<file path="src/rtl/dmem_arb_pkg.sv">
// Shared types and helpers for the data-memory arbiter.
// Build option DMEM_ARB_FIXED_PRIO_EN is consumed by dmem_arbiter.
package dmem_arb_pkg;

  typedef enum logic {IDLE, RMW} arb_state_t;

  localparam int NUM_PORTS = 2;
  localparam int BYTE_W    = 8;

  // Byte-lane merge used to build the read-modify-write word.
  function automatic logic [BYTE_W-1:0] be_merge(input logic [BYTE_W-1:0] old_byte,
                                                 input logic [BYTE_W-1:0] new_byte,
                                                 input logic              be);
    return be ? new_byte : old_byte;
  endfunction

endpackage

</file>
<file path="src/rtl/dmem_rr_arb.sv">
// Two-way picker: a lone requester wins, a tie goes to the port equal to rr_ptr.
module dmem_rr_arb
  import dmem_arb_pkg::*;
(
  input  logic [NUM_PORTS-1:0] valid,
  input  logic                 rr_ptr,
  output logic [NUM_PORTS-1:0] grant_oh,
  output logic                 gnt_idx
);

  // NOTE: every output gets a default before any conditional write, so no latch is inferred.
  always_comb begin
    grant_oh = '0;
    gnt_idx  = (valid == 2'b11) ? rr_ptr : valid[1];
    if (|valid) grant_oh[gnt_idx] = 1'b1;
  end

endmodule

</file>
<file path="src/rtl/dmem_arbiter.sv">
// Shares a single-port word memory between two requesters; sub-word stores run as a 2-cycle RMW.
// Define DMEM_ARB_FIXED_PRIO_EN to make port 0 win every tie (no round-robin pointer).
module dmem_arbiter
  import dmem_arb_pkg::*;
#(
  parameter  int ADDR_W = 32,
  parameter  int DATA_W = 32,
  localparam int BE_W   = DATA_W / 8
) (
  input  logic                        clk,
  input  logic                        rst_n,
  input  logic [NUM_PORTS-1:0]        req_valid,
  output logic [NUM_PORTS-1:0]        req_ready,
  input  logic [NUM_PORTS-1:0]        req_we,
  input  logic [NUM_PORTS*ADDR_W-1:0] req_addr,
  input  logic [NUM_PORTS*DATA_W-1:0] req_wdata,
  input  logic [NUM_PORTS*BE_W-1:0]   req_be,
  output logic [NUM_PORTS-1:0]        rsp_valid,
  output logic [DATA_W-1:0]           rsp_rdata,
  output logic                        mem_we,
  output logic [ADDR_W-1:0]           mem_addr,
  output logic [DATA_W-1:0]           mem_wdata,
  input  logic [DATA_W-1:0]           mem_rdata
);

  arb_state_t             state_q, state_d;
  logic [NUM_PORTS-1:0]   rsp_valid_q, rsp_valid_d;
  logic [DATA_W-1:0]      rsp_rdata_q, rsp_rdata_d;
  logic [DATA_W-1:0]      rmw_data_q, rmw_data_d;
  logic [ADDR_W-1:0]      rmw_addr_q, rmw_addr_d;
  logic                   grant_q, grant_d;

  logic                   rr_ptr;
  logic [NUM_PORTS-1:0]   grant_oh;
  logic                   gnt_idx;
  logic                   sel_we;
  logic [ADDR_W-1:0]      sel_addr;
  logic [DATA_W-1:0]      sel_wdata;
  logic [BE_W-1:0]        sel_be;
  logic [DATA_W-1:0]      rmw_merged;

`ifdef DMEM_ARB_FIXED_PRIO_EN
  assign rr_ptr = 1'b0;
`else
  logic rr_ptr_q;
  assign rr_ptr = rr_ptr_q;

  // An accepted port p hands priority to the other port; req_ready is one-hot.
  always_ff @(posedge clk or negedge rst_n) begin
    if (!rst_n)          rr_ptr_q <= 1'b0;
    else if (|req_ready) rr_ptr_q <= ~req_ready[1];
  end
`endif

  dmem_rr_arb u_rr_arb (
    .valid    (req_valid),
    .rr_ptr   (rr_ptr),
    .grant_oh (grant_oh),
    .gnt_idx  (gnt_idx)
  );

  assign sel_we    = gnt_idx ? req_we[1] : req_we[0];
  assign sel_addr  = gnt_idx ? req_addr[2*ADDR_W-1:ADDR_W]  : req_addr[ADDR_W-1:0];
  assign sel_wdata = gnt_idx ? req_wdata[2*DATA_W-1:DATA_W] : req_wdata[DATA_W-1:0];
  assign sel_be    = gnt_idx ? req_be[2*BE_W-1:BE_W]        : req_be[BE_W-1:0];

  always_comb begin
    for (int b = 0; b < BE_W; b++) begin
      rmw_merged[b*BYTE_W +: BYTE_W] = be_merge(mem_rdata[b*BYTE_W +: BYTE_W],
                                                sel_wdata[b*BYTE_W +: BYTE_W], sel_be[b]);
    end
  end

  always_comb begin
    state_d     = state_q;
    rsp_valid_d = '0;
    rsp_rdata_d = rsp_rdata_q;
    rmw_data_d  = rmw_data_q;
    rmw_addr_d  = rmw_addr_q;
    grant_d     = grant_q;
    req_ready   = '0;
    mem_we      = 1'b0;
    mem_addr    = '0;
    mem_wdata   = '0;

    unique case (state_q)
      IDLE: begin
        if (|req_valid) begin
          mem_addr = sel_addr;
          if (!sel_we) begin
            req_ready   = grant_oh;
            rsp_valid_d = grant_oh;
            rsp_rdata_d = mem_rdata;
          end else if (&sel_be) begin
            req_ready = grant_oh;
            mem_we    = 1'b1;
            mem_wdata = sel_wdata;
          end else if (~|sel_be) begin
            req_ready = grant_oh;
          end else begin
            // Partial store: hold off ready until the merged word is written back.
            rmw_data_d = rmw_merged;
            rmw_addr_d = sel_addr;
            grant_d    = gnt_idx;
            state_d    = RMW;
          end
        end
      end
      RMW: begin
        mem_we             = 1'b1;
        mem_addr           = rmw_addr_q;
        mem_wdata          = rmw_data_q;
        req_ready[grant_q] = 1'b1;
        state_d            = IDLE;
      end
      default: state_d = IDLE;
    endcase

    // Reset also quiets the combinational outputs, which aborts an in-flight RMW write.
    if (!rst_n) begin
      req_ready = '0;
      mem_we    = 1'b0;
      mem_addr  = '0;
      mem_wdata = '0;
    end
  end

  // NOTE: state registers use non-blocking assignments so every flop samples pre-edge values.
  always_ff @(posedge clk or negedge rst_n) begin
    if (!rst_n) begin
      state_q     <= IDLE;
      rsp_valid_q <= '0;
      rsp_rdata_q <= '0;
      rmw_data_q  <= '0;
      rmw_addr_q  <= '0;
      grant_q     <= 1'b0;
    end else begin
      state_q     <= state_d;
      rsp_valid_q <= rsp_valid_d;
      rsp_rdata_q <= rsp_rdata_d;
      rmw_data_q  <= rmw_data_d;
      rmw_addr_q  <= rmw_addr_d;
      grant_q     <= grant_d;
    end
  end

  assign rsp_valid = rsp_valid_q;
  assign rsp_rdata = rsp_rdata_q;

endmodule
</file>
<file path="config.mk">
export PLATFORM = sky130hd
export DESIGN_NAME = dmem_arbiter
export DESIGN_NICKNAME = d
export VERILOG_FILES = /design/src/rtl/dmem_arb_pkg.sv /design/src/rtl/dmem_rr_arb.sv /design/src/rtl/dmem_arbiter.sv
export SDC_FILE = /design/constraint.sdc
export NUM_CORES = 1
export LEC_CHECK = 0
export CAP_MARGIN = 40
export CORE_AREA = 2 2 127 129
export CTS_BUF_LIST = sky130_fd_sc_hd__clkbuf_2 sky130_fd_sc_hd__clkbuf_4 sky130_fd_sc_hd__clkbuf_8
export DETAILED_ROUTE_END_ITERATION = 6
export DIE_AREA = 0 0 129 131
export PLACE_DENSITY = 0.79
export SLEW_MARGIN = 40
export SYNTH_ARGS = -nofsm -noshare
export SYNTH_HDL_FRONTEND = slang
export SYNTH_HIERARCHICAL = 1
export SYNTH_SLANG_ARGS = --single-unit
</file>
<file path="constraint.sdc">
create_clock -name clk -period 2.63 [get_ports clk]
set_clock_uncertainty 0.05 [all_clocks]
set_input_delay 0.526 -clock clk [delete_from_list [all_inputs] [get_ports clk]]
set_output_delay 0.526 -clock clk [all_outputs]
set_load 0.02 [all_outputs]
</file>
After elaboration in Yosys (flattened, before gate mapping)
Cells that the tools add are included.

Register bits after elaboration: 101. Word-level logic and storage cells: 64. Bits of input ports: 174. Output and inout bits: 101.

Mux-type cells: 40. Equal/unequal tests: 1. Reductions and logical operators: 8. Order comparisons: 4. Bitwise gates (word level): 4.

Operator list (number): 32-bit two-way mux (8); 32-bit case mux with 2 select lines (2); 8-bit two-way mux (4); 2-bit two-way mux (8); 1-bit two-way mux (12); 5-bit AND reduction (1); 1-bit by 2-bit < comparator with 1-bit output (second input constant) (2); 4-bit two-way mux (1); 1-bit NOT (4); 1-bit case mux with 2 select lines (2); 2-bit case mux with 2 select lines (1); 4-bit AND reduction (1); 2-bit OR reduction (2); 4-bit OR reduction (1); 3-bit AND reduction (1); 1-bit demux with 1-bit select (2); 2-bit equality test (second input constant) (1); 1-bit >= comparator (second input constant) (2); 1-bit logical AND (2).

Depth between registers and ports, before layout
Gate-level depths: netlist (run 1).

Depth after elaboration: 13. Depth in mapped cells: 10. Depth with buffers taken out: 6.

Hierarchy
The synthesis (run 1) kept the hierarchy.

By module, submodules not included: dmem_arbiter (cells an instance 502, area each 5952.0 um^2, instances 1, sequential area each 2527.4 um^2); dmem_rr_arb (cells an instance 4, area each 26.3 um^2, instances 1, sequential area each 0.0 um^2).

Worst setup path before layout (run 1)
OpenSTA, ideal clock, no wires.

Kind: input -> output. Start: in req_valid[1]. End: out mem_wdata[22]. Setup slack: -0.113 ns. Path buffers: 3. Data arrival time: 2.167 ns. Stages on the path: 8. Required time: 2.054 ns. Cell sequence: a21boi_1 buf_4 mux2i_1 buf_2 nor4_2 buf_2 a32oi_1 nor2_1.

Cells in the longest elaborated chain, start to end: 9. Elaborated cells between the ends (all ways): 12. Those cells by class: eq/ne (1); mux (9); reduce/logical (2).

RTL lines: from (decl) (line dmem_arbiter.sv:12) `input logic [NUM_PORTS-1:0] req_valid,`; 2-bit equality test (line dmem_rr_arb.sv:14) `gnt_idx = (valid == 2'b11) ? rr_ptr : valid[1];`; 1-bit two-way mux (line dmem_rr_arb.sv:14); 4-bit two-way mux (line dmem_arbiter.sv:65) `assign sel_be = gnt_idx ? req_be[2*BE_W-1:BE_W] : req_be[BE_W-1:0];`; 4-bit AND reduction (line dmem_arbiter.sv:94) `end else if (&sel_be) begin`; 32-bit two-way mux (line dmem_arbiter.sv:94); 32-bit two-way mux (line dmem_arbiter.sv:90) `if (!sel_we) begin`; 32-bit two-way mux (*) (line dmem_arbiter.sv:88) `if (|req_valid) begin`; 32-bit case mux with 2 select lines (*) (line dmem_arbiter.sv:86) `unique case (state_q)`; 32-bit two-way mux (*) (line dmem_arbiter.sv:120) `if (!rst_n) begin`; to (decl) (line dmem_arbiter.sv:22) `output logic [DATA_W-1:0] mem_wdata,`.

Mark *: on every way between the ends. The rest lies on a longest branch, timed or not.

Worst setup path in the final report (run 1)
Start: reg rr_ptr_q (netlist: rr_ptr). End: out mem_wdata[3].

Cells in the longest elaborated chain, start to end: 8. Elaborated cells between the ends (all ways): 10. Those cells by class: mux (9); reduce/logical (1).

RTL lines: from (decl) (line dmem_arbiter.sv:45) `logic rr_ptr_q;`; from (signal assigned) (line dmem_arbiter.sv:51) `else if (|req_ready) rr_ptr_q <= ~req_ready[1];`; 1-bit two-way mux (*) (line dmem_rr_arb.sv:14); named net gnt_idx (line dmem_arbiter.sv:35) `logic gnt_idx;`; 4-bit two-way mux (line dmem_arbiter.sv:65); 4-bit AND reduction (line dmem_arbiter.sv:94); 32-bit two-way mux (line dmem_arbiter.sv:94); 32-bit two-way mux (*) (line dmem_arbiter.sv:90); 32-bit two-way mux (*) (line dmem_arbiter.sv:88); 32-bit case mux with 2 select lines (*) (line dmem_arbiter.sv:86); 32-bit two-way mux (*) (line dmem_arbiter.sv:120).

Mark *: on every way through the listed nets, which the timed path passes. The rest lies on a longest branch.

==> impl_metrics.env, run 1 <==
export IMPL_arrival_ps=2430
export IMPL_clock_fmax_mhz=333
export IMPL_grt_usage_pct=23.4
export IMPL_postPlaceCellArea_mm2=0.00929
export IMPL_rows=46
export IMPL_dpl_hpwl_um=14600
export IMPL_postRouteAntennaNets=0
export IMPL_drt_pass1_iter_count=4
export IMPL_dieArea_mm2=0.0169
export IMPL_die_w_um=129
export IMPL_power_mw=7.23
export IMPL_gp_congestion=0.822
export IMPL_syn_area_per_cell_um2=11.8
export IMPL_netlist_instances=506
export IMPL_p_comb_share_pct=49.9
export IMPL_synth_area_mm2=0.00598
export IMPL_synth_compound_area_share_pct=10.1
export IMPL_drt_initial_drc_count=156
export IMPL_drt_wirelength_per_cell_um=20.0
export IMPL_cts_sinks=101
export IMPL_synthAdderAreaFrac_pct=0
export IMPL_initial_core_util_pct=38.3
export IMPL_intPower_mw=4.66
export IMPL_power_frac_clock_pct=13.7
export IMPL_p_leak_nw=4.08
export IMPL_h_tree_depth=3
export IMPL_switchingPower_mw=2.57
export IMPL_synth_mux_area_share_pct=37.4
export IMPL_end_kind="output port"
export IMPL_viasPerCell=5.26
export IMPL_layout_min_cycle_time_ps=3000
export IMPL_grt_pass1_wl_um=30400
export IMPL_vdd_ir_drop_max_v=0.000496
export IMPL_synth_cell_types=31
export IMPL_start_kind="register"
export IMPL_holdWs_ps=102
export IMPL_fin_crit_sh_pct=114
export IMPL_numCtsBuffers=9
export IMPL_grt_max_degree=72
export IMPL_antenna_found_initial=2
export IMPL_hold_path_class="in -> async"
export IMPL_cap_violations=0
export IMPL_switching_share_pct=35.5
export IMPL_path_cells="inv_2 > a21boi_4 > buf_12 > mux2i_4 > buf_6 > nor4_4 > buf_4 > buf_12 > a32oi_1 > nor2_2 > buf_6"
export IMPL_ys_ff_latch=101
export IMPL_synth_xor_area_share_pct=0
export IMPL_layout_nets=986
export IMPL_fp_dieH_um=131
export IMPL_synth_top_family_by_area="multiplexers"
export IMPL_clock_root_buffer="clkbuf_8"
export IMPL_num_io_pins=275
export IMPL_gr_total_overflow=0
export IMPL_cellPowerDensity_mw_per_mm2=730
export IMPL_cpPeakStageDelay_ps=400
export IMPL_synthFlopType="dfrtp_1"
export IMPL_cp_slowest_cell="dfrtp_1"
export IMPL_postRouteWirelength_um=20700
export IMPL_cp_top_family="buffers and inverters"
export IMPL_synthSimpleGateAreaFrac_pct=5.82
export IMPL_drv_slew=0
export IMPL_finalSetupViolations=67
export IMPL_crit_fanout=9
export IMPL_vias=5442
export IMPL_r2r_start="rr_ptr"
export IMPL_final_layout_size_suffix_gt1_share_pct=46.1
export IMPL_setup_ws_ps=-373
export IMPL_grt_pass1_vias=5701
export IMPL_seq_area_frac_synth_pct=42.3
export IMPL_status="finished with violations"
export IMPL_stdcell_area_mm2=0.00991
export IMPL_worst_pin_slew_ps=664
export IMPL_rsz0062_at_grt="true"
export IMPL_cts_tree="built"
export IMPL_power_frac_seq_pct=36.4
export IMPL_tns_ps=-15120
export IMPL_required_ps=2050
export IMPL_setup_worst_path_start="rr_ptr"
export IMPL_path_clk_slew_ps=100
export IMPL_clk_latency_ps=370
export IMPL_critPathKind="reg -> out"
export IMPL_violations="negative setup slack"
export IMPL_syn_nets=680
export IMPL_hold_viol_final=0
export IMPL_clock_path_buffers=2
export IMPL_synth_async_sr_flop_share_pct=100
export IMPL_relSlewSlack_pct=55.8
export IMPL_cp_buffers_inverters=6
export IMPL_drc=0
export IMPL_synth_warnings=6
export IMPL_synthToLayoutAreaGrowth_pct=65.8
export IMPL_portBuffers=274
export IMPL_core_area_mm2=0.0156
export IMPL_synth_edff_count=0
## layout make-up
cell class,count,area (um2)
fillers,1217,5690
diodes,2,5.00
clock inverters,6,63.8
repair buffers,342,3410
flip-flops and latches,101,2530
multi-input cells,355,3490
well taps,216,270
clock buffers,10,131
inverters,3,11.3
## per-stage QoR
| stage | utilization [%] | setup WS [ps] | std cells |
|---|---|---|---|
| after floorplan | - | -3.40 | 506 |
| after global placement | 59.5 | -1050 | 992 |
| after detailed placement | 59.6 | -1090 | 992 |
| after CTS | 62.6 | -318 | 1025 |
| after global routing | 63.5 | -509 | 1035 |
| final | 63.5 | -373 | 1035 |
## worst paths after layout
kind                                  endpoint  slack (ps)  cells after the start
worst min register to register  rmw_addr_q[22]         450                      1
max in group asynchronous       rmw_addr_q[27]        1780                      2
min in group clk                rmw_addr_q[22]         450                      1
worst min-delay path              rsp_valid[0]         100                      2
worst max-delay path              mem_wdata[3]        -370                     11
worst max register to register  rmw_data_q[11]         130                     10
## timing repair
action,4_1_cts,5_1_grt
hold buffers,0,0
endpoints found under the hold margin,0,0
gates resized for setup,333,45
pin swaps,7,11
gates cloned,5,1
buffers inserted,12,9
setup endpoints to repair,104,67
## worst register-to-register path, delay by kind of cell (launching register included)
family | cells | cell delay, ps
buf+inv | 5 | 790
mux | 2 | 700
flops | 1 | 370
simple gates | 2 | 270
compound gates | 1 | 200
## cell usage in the layout (no fill, tap or decap), types with 3 or more instances in the layout
cell | netlist | layout
a22oi_1 | 32 | 27
a22oi_2 | 0 | 5
a32oi_1 | 32 | 16
a32oi_2 | 0 | 16
buf_12 | 0 | 11
buf_16 | 0 | 3
buf_2 | 12 | 22
buf_4 | 3 | 58
buf_6 | 1 | 31
clkbuf_2 | 0 | 6
clkbuf_8 | 0 | 9
clkdlybuf4s50_1 | 0 | 204
dfrtp_1 | 101 | 100
mux2_1 | 39 | 39
mux2_2 | 155 | 153
nor2_1 | 68 | 38
nor2_2 | 0 | 30
## flip-flops by register name (all words and copies together), names as in the netlist
register,flops
rmw_data_q,32
state_q,1
grant_q,1
rsp_rdata,32
rmw_addr_q,32
rr_ptr,1
rsp_valid,2
## synth_stat cells, types with 2 or more instances
cell | number | area [um2]
buf_8 | 4 | 60.1
clkbuf_1 | 22 | 82.6
inv_1 | 3 | 11.3
a32oi_1 | 32 | 280
mux2_2 | 155 | 1750
a21oi_1 | 3 | 15.0
nor2_1 | 68 | 255
a22oi_1 | 32 | 240
a21boi_1 | 2 | 15.0
buf_4 | 3 | 22.5
nand2_1 | 2 | 7.51
nand3_1 | 2 | 10.0
mux2i_1 | 5 | 50.1
dfrtp_1 | 101 | 2530
and3_1 | 3 | 18.8
buf_2 | 12 | 60.1
mux2_1 | 39 | 439
buf_1 | 5 | 18.8
## power by group through the flow
stage | registers [mW] | logic, mW | clock network, mW
6_report | 2.63 | 3.61 | 0.993
3_3_place_gp | 2.56 | 3.25 | 0
5_1_grt | 2.70 | 3.83 | 1.10
3_5_place_dp | 2.62 | 3.35 | 0
4_1_cts | 2.61 | 3.52 | 1.02
2_1_floorplan | 2.72 | 1.75 | 0
## logic make-up after synthesis
logic type | count (synthesis)
AO/OA/AOI/OAI | 75
buffers and inverters | 50
flip-flops | 101
multiplexers | 199
AND/OR/NAND/NOR | 81
## layer usage
layer,wire length [um],vias to the layer above,global-route usage (%)
met2,10900,209,43.3
li1,-,2504,-
met3,1250,30,4.64
met4,474,0,8.89
met1,8080,2699,26.8
met5,0,-,0
Note: power is estimated with default switching activity, not from simulation.
==> inputs of run 2 (changes only) <==
--- a/config.mk
+++ b/config.mk
@@ -6,11 +6,11 @@
 export NUM_CORES = 1
 export LEC_CHECK = 0
 export CAP_MARGIN = 40
-export CORE_AREA = 2 2 127 129
+export CORE_AREA = 2 2 119 121
 export CTS_BUF_LIST = sky130_fd_sc_hd__clkbuf_2 sky130_fd_sc_hd__clkbuf_4 sky130_fd_sc_hd__clkbuf_8
 export DETAILED_ROUTE_END_ITERATION = 6
-export DIE_AREA = 0 0 129 131
-export PLACE_DENSITY = 0.79
+export DIE_AREA = 0 0 121 123
+export DONT_BUFFER_PORTS = 1
 export SLEW_MARGIN = 40
 export SYNTH_ARGS = -nofsm -noshare
 export SYNTH_HDL_FRONTEND = slang
==> run 2 against run 1 <==
  * The flow finishes with violations (negative hold slack, negative setup slack)
  * Largest power group is now registers
  * Highest routed layer unchanged
  * Setup slack gained 46 ps
  * Core utilization shrank 12 points
  * Critical path depth shrank 1
  * Final cell count fell by 32%
==> impl_metrics.env, run 2 (synthesized netlist as in run 1, its figures left out) <==
export IMPL_drt_initial_drc_count=149
export IMPL_drv_slew=0
export IMPL_grt_pass1_wl_um=24100
export IMPL_path_clk_slew_ps=90
export IMPL_drt_pass1_iter_count=4
export IMPL_initial_core_util_pct=43.9
export IMPL_grt_usage_pct=21.3
export IMPL_regToRegSetupSlack_ps=160
export IMPL_worst_pin_slew_ps=470
export IMPL_layout_min_cycle_time_ps=2960
export IMPL_pre_cts_ws_ps=-153
export IMPL_synthToLayoutAreaGrowth_pct=18.1
export IMPL_finalSetupViolations=65
export IMPL_start_kind="register"
export IMPL_mostFrequentLayoutCells="155 x mux2_2, 100 x dfrtp_1, 39 x mux2_1, 34 x nor2_2, 30 x a22oi_1"
export IMPL_clock_root_buffer="clkbuf_8"
export IMPL_cellPowerDensity_mw_per_mm2=872
export IMPL_grt_pass1_vias=4450
export IMPL_clk_latency_ps=370
export IMPL_cpPeakStageDelay_ps=400
export IMPL_num_io_pins=275
export IMPL_p_leak_nw=2.76
export IMPL_portBuffers=0
export IMPL_final_common_cell="mux2_2"
export IMPL_cp_top_family="buffers and inverters"
export IMPL_r2r_end="rmw_addr_q[24]"
export IMPL_h_tree_depth=3
export IMPL_seq_area_mm2=0.00253
export IMPL_cts_tree="built"
export IMPL_r2r_cells=10
export IMPL_clock_path_buffers=2
export IMPL_hold_viol_final=101
export IMPL_tns_ps=-11730
export IMPL_core_area_mm2=0.0136
export IMPL_rows=43
export IMPL_viasPerCell=6.02
export IMPL_grt_max_degree=105
export IMPL_fillers=1173
export IMPL_path_cells="inv_2 > a21boi_4 > buf_12 > mux2i_4 > buf_6 > nor4_4 > buf_6 > clkbuf_16 > a32oi_2 > nor2_2"
export IMPL_cp_slowest_cell="dfrtp_1"
export IMPL_layout_nets=693
export IMPL_r2r_start="rr_ptr"
export IMPL_gp_congestion=0.757
export IMPL_dpl_hpwl_um=11600
export IMPL_arrival_ps=2380
export IMPL_cpMostUsedCell="buf_6"
export IMPL_final_layout_size_suffix_gt1_share_pct=56.1
export IMPL_power_mw=6.16
export IMPL_hold_path_class="in -> async"
export IMPL_holdWs_ps=-216
export IMPL_drt_wirelength_per_cell_um=23.1
export IMPL_vdd_ir_drop_max_v=0.000426
export IMPL_antenna_found_initial=0
export IMPL_crit_fanout=6
export IMPL_relSlewSlack_pct=68.6
export IMPL_violations="negative hold slack, negative setup slack"
export IMPL_fin_crit_sh_pct=112
export IMPL_dieArea_mm2=0.0149
export IMPL_gr_total_overflow=0
export IMPL_setup_worst_path_start="rr_ptr"
export IMPL_cts_sinks=101
export IMPL_setup_ws_ps=-327
export IMPL_drc=0
export IMPL_fp_dieH_um=123
export IMPL_cp_buffers_inverters=5
export IMPL_rsz0062_at_grt="true"
export IMPL_numCtsBuffers=9
export IMPL_vias=4235
export IMPL_multi_input_area_mm2=0.00352
export IMPL_end_kind="output port"
export IMPL_die_w_um=121
export IMPL_critPathKind="reg -> out"
export IMPL_postRouteWirelength_um=16300
export IMPL_postRouteAntennaNets=0
export IMPL_required_ps=2050
export IMPL_cap_violations=0
export IMPL_status="finished with violations"
export IMPL_diodes=0
export IMPL_clock_fmax_mhz=338
run 2: changes by cell type in the layout (fill, tap and decap cells not counted), moves of 6 or more:
cell,before,now
clkdlybuf4s50_1,204,0
buf_4,58,28
nor2_1,38,28
buf_6,31,7
clkbuf_2,6,0
nor2_4,0,6
buf_2,22,0
run 2: how the worst max path moves through the flow:
stage               cells past startpoint       endpoint
finish                                 10  mem_wdata[22]
global route                           10  mem_wdata[22]
CTS                                    11   mem_wdata[0]
detailed placement                      7   mem_wdata[7]
global placement                        8  mem_wdata[31]
floorplan                               8   mem_addr[22]
run 2: power by group:
group	switching (mW)	internal [mW]	leakage [nW]
registers	0.616	2.23	1.18
clock network	0.541	0.445	0.101
logic	1.13	1.20	1.47
run 2: layout make-up:
type                    instances  share of cell area (%)
clock buffers                  13                    2.53
clock inverters                 3                   0.248
inverters                       3                   0.159
multi-input cells             355                    49.9
flip-flops and latches        101                    35.8
well taps                     180                    3.19
repair buffers                 49                    8.20
run 2: stage by stage:
stage	cell area, um2	instances	hold slack [ps]	utilization, %
CTS	6840	698	-243	50.2
global placement	6500	678	183	47.8
finish	7060	704	-216	51.9
global route	7060	704	-248	51.9
floorplan	6070	506	180	-
detailed placement	6500	678	183	47.8
run 2: layer usage:
| layer | vias up | global-route usage (%) | part of all wire, % |
|---|---|---|---|
| li1 | 1907 | - | - |
| met1 | 2121 | 25.9 | 40 |
| met2 | 188 | 36.5 | 52 |
| met3 | 19 | 4.70 | 6.2 |
| met4 | 0 | 8.58 | 1.9 |
| met5 | - | 0 | 0 |
run 2: repair_timing:
item,CTS,global route
gates cloned,1,2
pin swaps,5,17
setup buffers,3,4
setup endpoints to repair,67,67
gates resized for setup,14,33
hold endpoints to repair,101,101
==> inputs of run 3 (changes only) <==
==> constraint.sdc (replaced) <==
create_clock -name clk -period 3.4 [get_ports clk]
set_clock_uncertainty 0.05 [all_clocks]
set_input_delay 0.68 -clock clk [delete_from_list [all_inputs] [get_ports clk]]
set_output_delay 0.68 -clock clk [all_outputs]
set_load 0.02 [all_outputs]
==> run 3 against run 2 <==
  * Final cell count up 0.57%
  * Clock power is 7.0% lower
  * The run now ends clean
  * Via count up 0.12%
  * Sequential cell count is the same
  * First-iteration DRC count up 8.1%
  * Global-route usage is 0.21 points higher
  * Largest cell class unchanged
  * Combinational power decreased by 28%
  * Highest routed layer unchanged
  * Sequential power is 23% lower
==> impl_metrics.env, run 3 (synthesized netlist as in run 1, its figures left out) <==
export IMPL_clock_fmax_mhz=313
export IMPL_cp_slowest_cell="dfrtp_1"
export IMPL_fp_dieH_um=123
export IMPL_finalSetupViolations=0
export IMPL_path_cells="inv_1 > a21boi_4 > buf_12 > mux2i_2 > buf_4 > nor4_4 > buf_4 > a32oi_1 > nor2_1 > buf_4"
export IMPL_arrival_ps=2460
export IMPL_cpMostUsedCell="buf_4"
export IMPL_layout_min_cycle_time_ps=3190
export IMPL_vdd_ir_drop_max_v=0.000320
export IMPL_drv_slew=0
export IMPL_tns_ps=0
export IMPL_cpPeakStageDelay_ps=410
export IMPL_crit_fanout=21
export IMPL_required_ps=2670
export IMPL_numCtsBuffers=9
export IMPL_final_layout_size_suffix_gt1_share_pct=45.1
export IMPL_path_clk_slew_ps=110
export IMPL_mostFrequentLayoutCells="155 x mux2_2, 100 x dfrtp_1, 68 x nor2_1, 44 x buf_4, 39 x mux2_1"
export IMPL_vias=4240
export IMPL_start_kind="register"
export IMPL_hold_viol_final=0
export IMPL_clock_path_buffers=2
export IMPL_fillers=1245
export IMPL_drt_pass1_iter_count=4
export IMPL_portBuffers=0
export IMPL_drt_wirelength_per_cell_um=22.4
export IMPL_dpl_hpwl_um=11300
export IMPL_worst_pin_slew_ps=502
export IMPL_setup_ws_ps=209
export IMPL_pre_cts_ws_ps=215
export IMPL_synthToLayoutAreaGrowth_pct=12.7
export IMPL_cts_sinks=101
export IMPL_h_tree_depth=3
export IMPL_grt_usage_pct=21.5
export IMPL_cp_top_family="buffers and inverters"
export IMPL_stdcell_count=708
export IMPL_grt_max_degree=102
export IMPL_p_leak_nw=2.75
export IMPL_holdWs_ps=180
export IMPL_gp_congestion=0.761
export IMPL_rsz0062_at_grt="false"
export IMPL_grt_pass1_wl_um=24400
export IMPL_grt_pass1_vias=4428
export IMPL_dp_cells=690
export IMPL_drt_initial_drc_count=161
export IMPL_cts_tree="built"
export IMPL_clk_latency_ps=380
export IMPL_clock_root_buffer="clkbuf_8"
export IMPL_drc=0
export IMPL_postRouteAntennaNets=0
export IMPL_hold_path_class="in -> async"
export IMPL_num_io_pins=275
export IMPL_cp_buffers_inverters=5
export IMPL_antenna_found_initial=0
export IMPL_fin_crit_sh_pct=93.8
export IMPL_layout_nets=697
export IMPL_cellPowerDensity_mw_per_mm2=709
export IMPL_rows=43
export IMPL_end_kind="output port"
export IMPL_diodes=0
export IMPL_critPathKind="reg -> out"
export IMPL_relSlewSlack_pct=66.5
export IMPL_viasPerCell=5.99
export IMPL_status="finished, final reports clean"
export IMPL_cap_violations=0
export IMPL_die_w_um=121
export IMPL_core_area_mm2=0.0136
export IMPL_final_common_cell="mux2_2"
export IMPL_dieArea_mm2=0.0149
export IMPL_initial_core_util_pct=43.9
export IMPL_postRouteWirelength_um=15900
export IMPL_gr_total_overflow=0
## run 3: worst register-to-register path, cell delays in order, from the launching register on
cell      delay, ps
dfrtp_1         380
inv_1            90
a21boi_4        150
buf_12          140
buf_6           200
mux2i_2         300
nor3_4           70
buf_4           210
nand3_4         150
buf_12          220
mux2_1          360
## run 3: cell type report
class                      instances  area (um2)  area share [%]
multi-input combinational        355        3230            48.0
sequential                       101        2530            37.5
timing repair buffer              53         500            7.43
clock inverter                     7         114            1.69
tap                              180         225            3.34
inverter                           3        11.3           0.167
clock buffer                       9         124            1.84
## run 3: metrics by stage
stage / total power [mW] / instance area [um2] / utilization [%]
2_1_floorplan: 3.43 / 5980 / -
3_3_place_gp: 3.78 / 6430 / 47.3
3_5_place_dp: 3.84 / 6430 / 47.3
4_1_cts: 4.80 / 6700 / 49.2
5_1_grt: 5.08 / 6740 / 49.5
6_report: 4.78 / 6740 / 49.5
## run 3: final timing paths
kind | slack (ps) | startpoint | cells after the start | to
worst max-delay path | 210 | rr_ptr | 10 | mem_wdata[1]
worst min-delay path | 180 | rst_n | 1 | rsp_rdata[1]
worst max register to register | 960 | rr_ptr | 10 | rmw_addr_q[25]
worst min register to register | 450 | rmw_addr_q[28] | 1 | rmw_addr_q[28]
max in group asynchronous | 2710 | rst_n | 1 | state_q
min in group clk | 390 | mem_rdata[1] | 1 | rsp_rdata[1]
## run 3: timing repair
action                                  in CTS  in global routing
gates resized for setup                      0                  5
endpoints found under the setup margin       0                 17
endpoints found under the hold margin      101                  0
hold buffers                                 1                  0
buffers inserted                             0                  1
## run 3: power by group
part | internal [mW] | switching (mW) | leakage (nW) | total (mW)
sequential | 1.72 | 0.465 | 1.18 | 2.19
clock | 0.487 | 0.430 | 0.123 | 0.917
combinational | 0.847 | 0.825 | 1.44 | 1.67
total | 3.06 | 1.72 | 2.75 | 4.78
## run 3: metal layers
layer  vias to the layer above  routed length (um)  GRT usage [%]
li1                       1910                   -              -
met1                      2124                6380           25.6
met2                       188                8010           36.6
met3                        18                1130           5.44
met4                         0                 332           9.67
met5                         -                   0              0
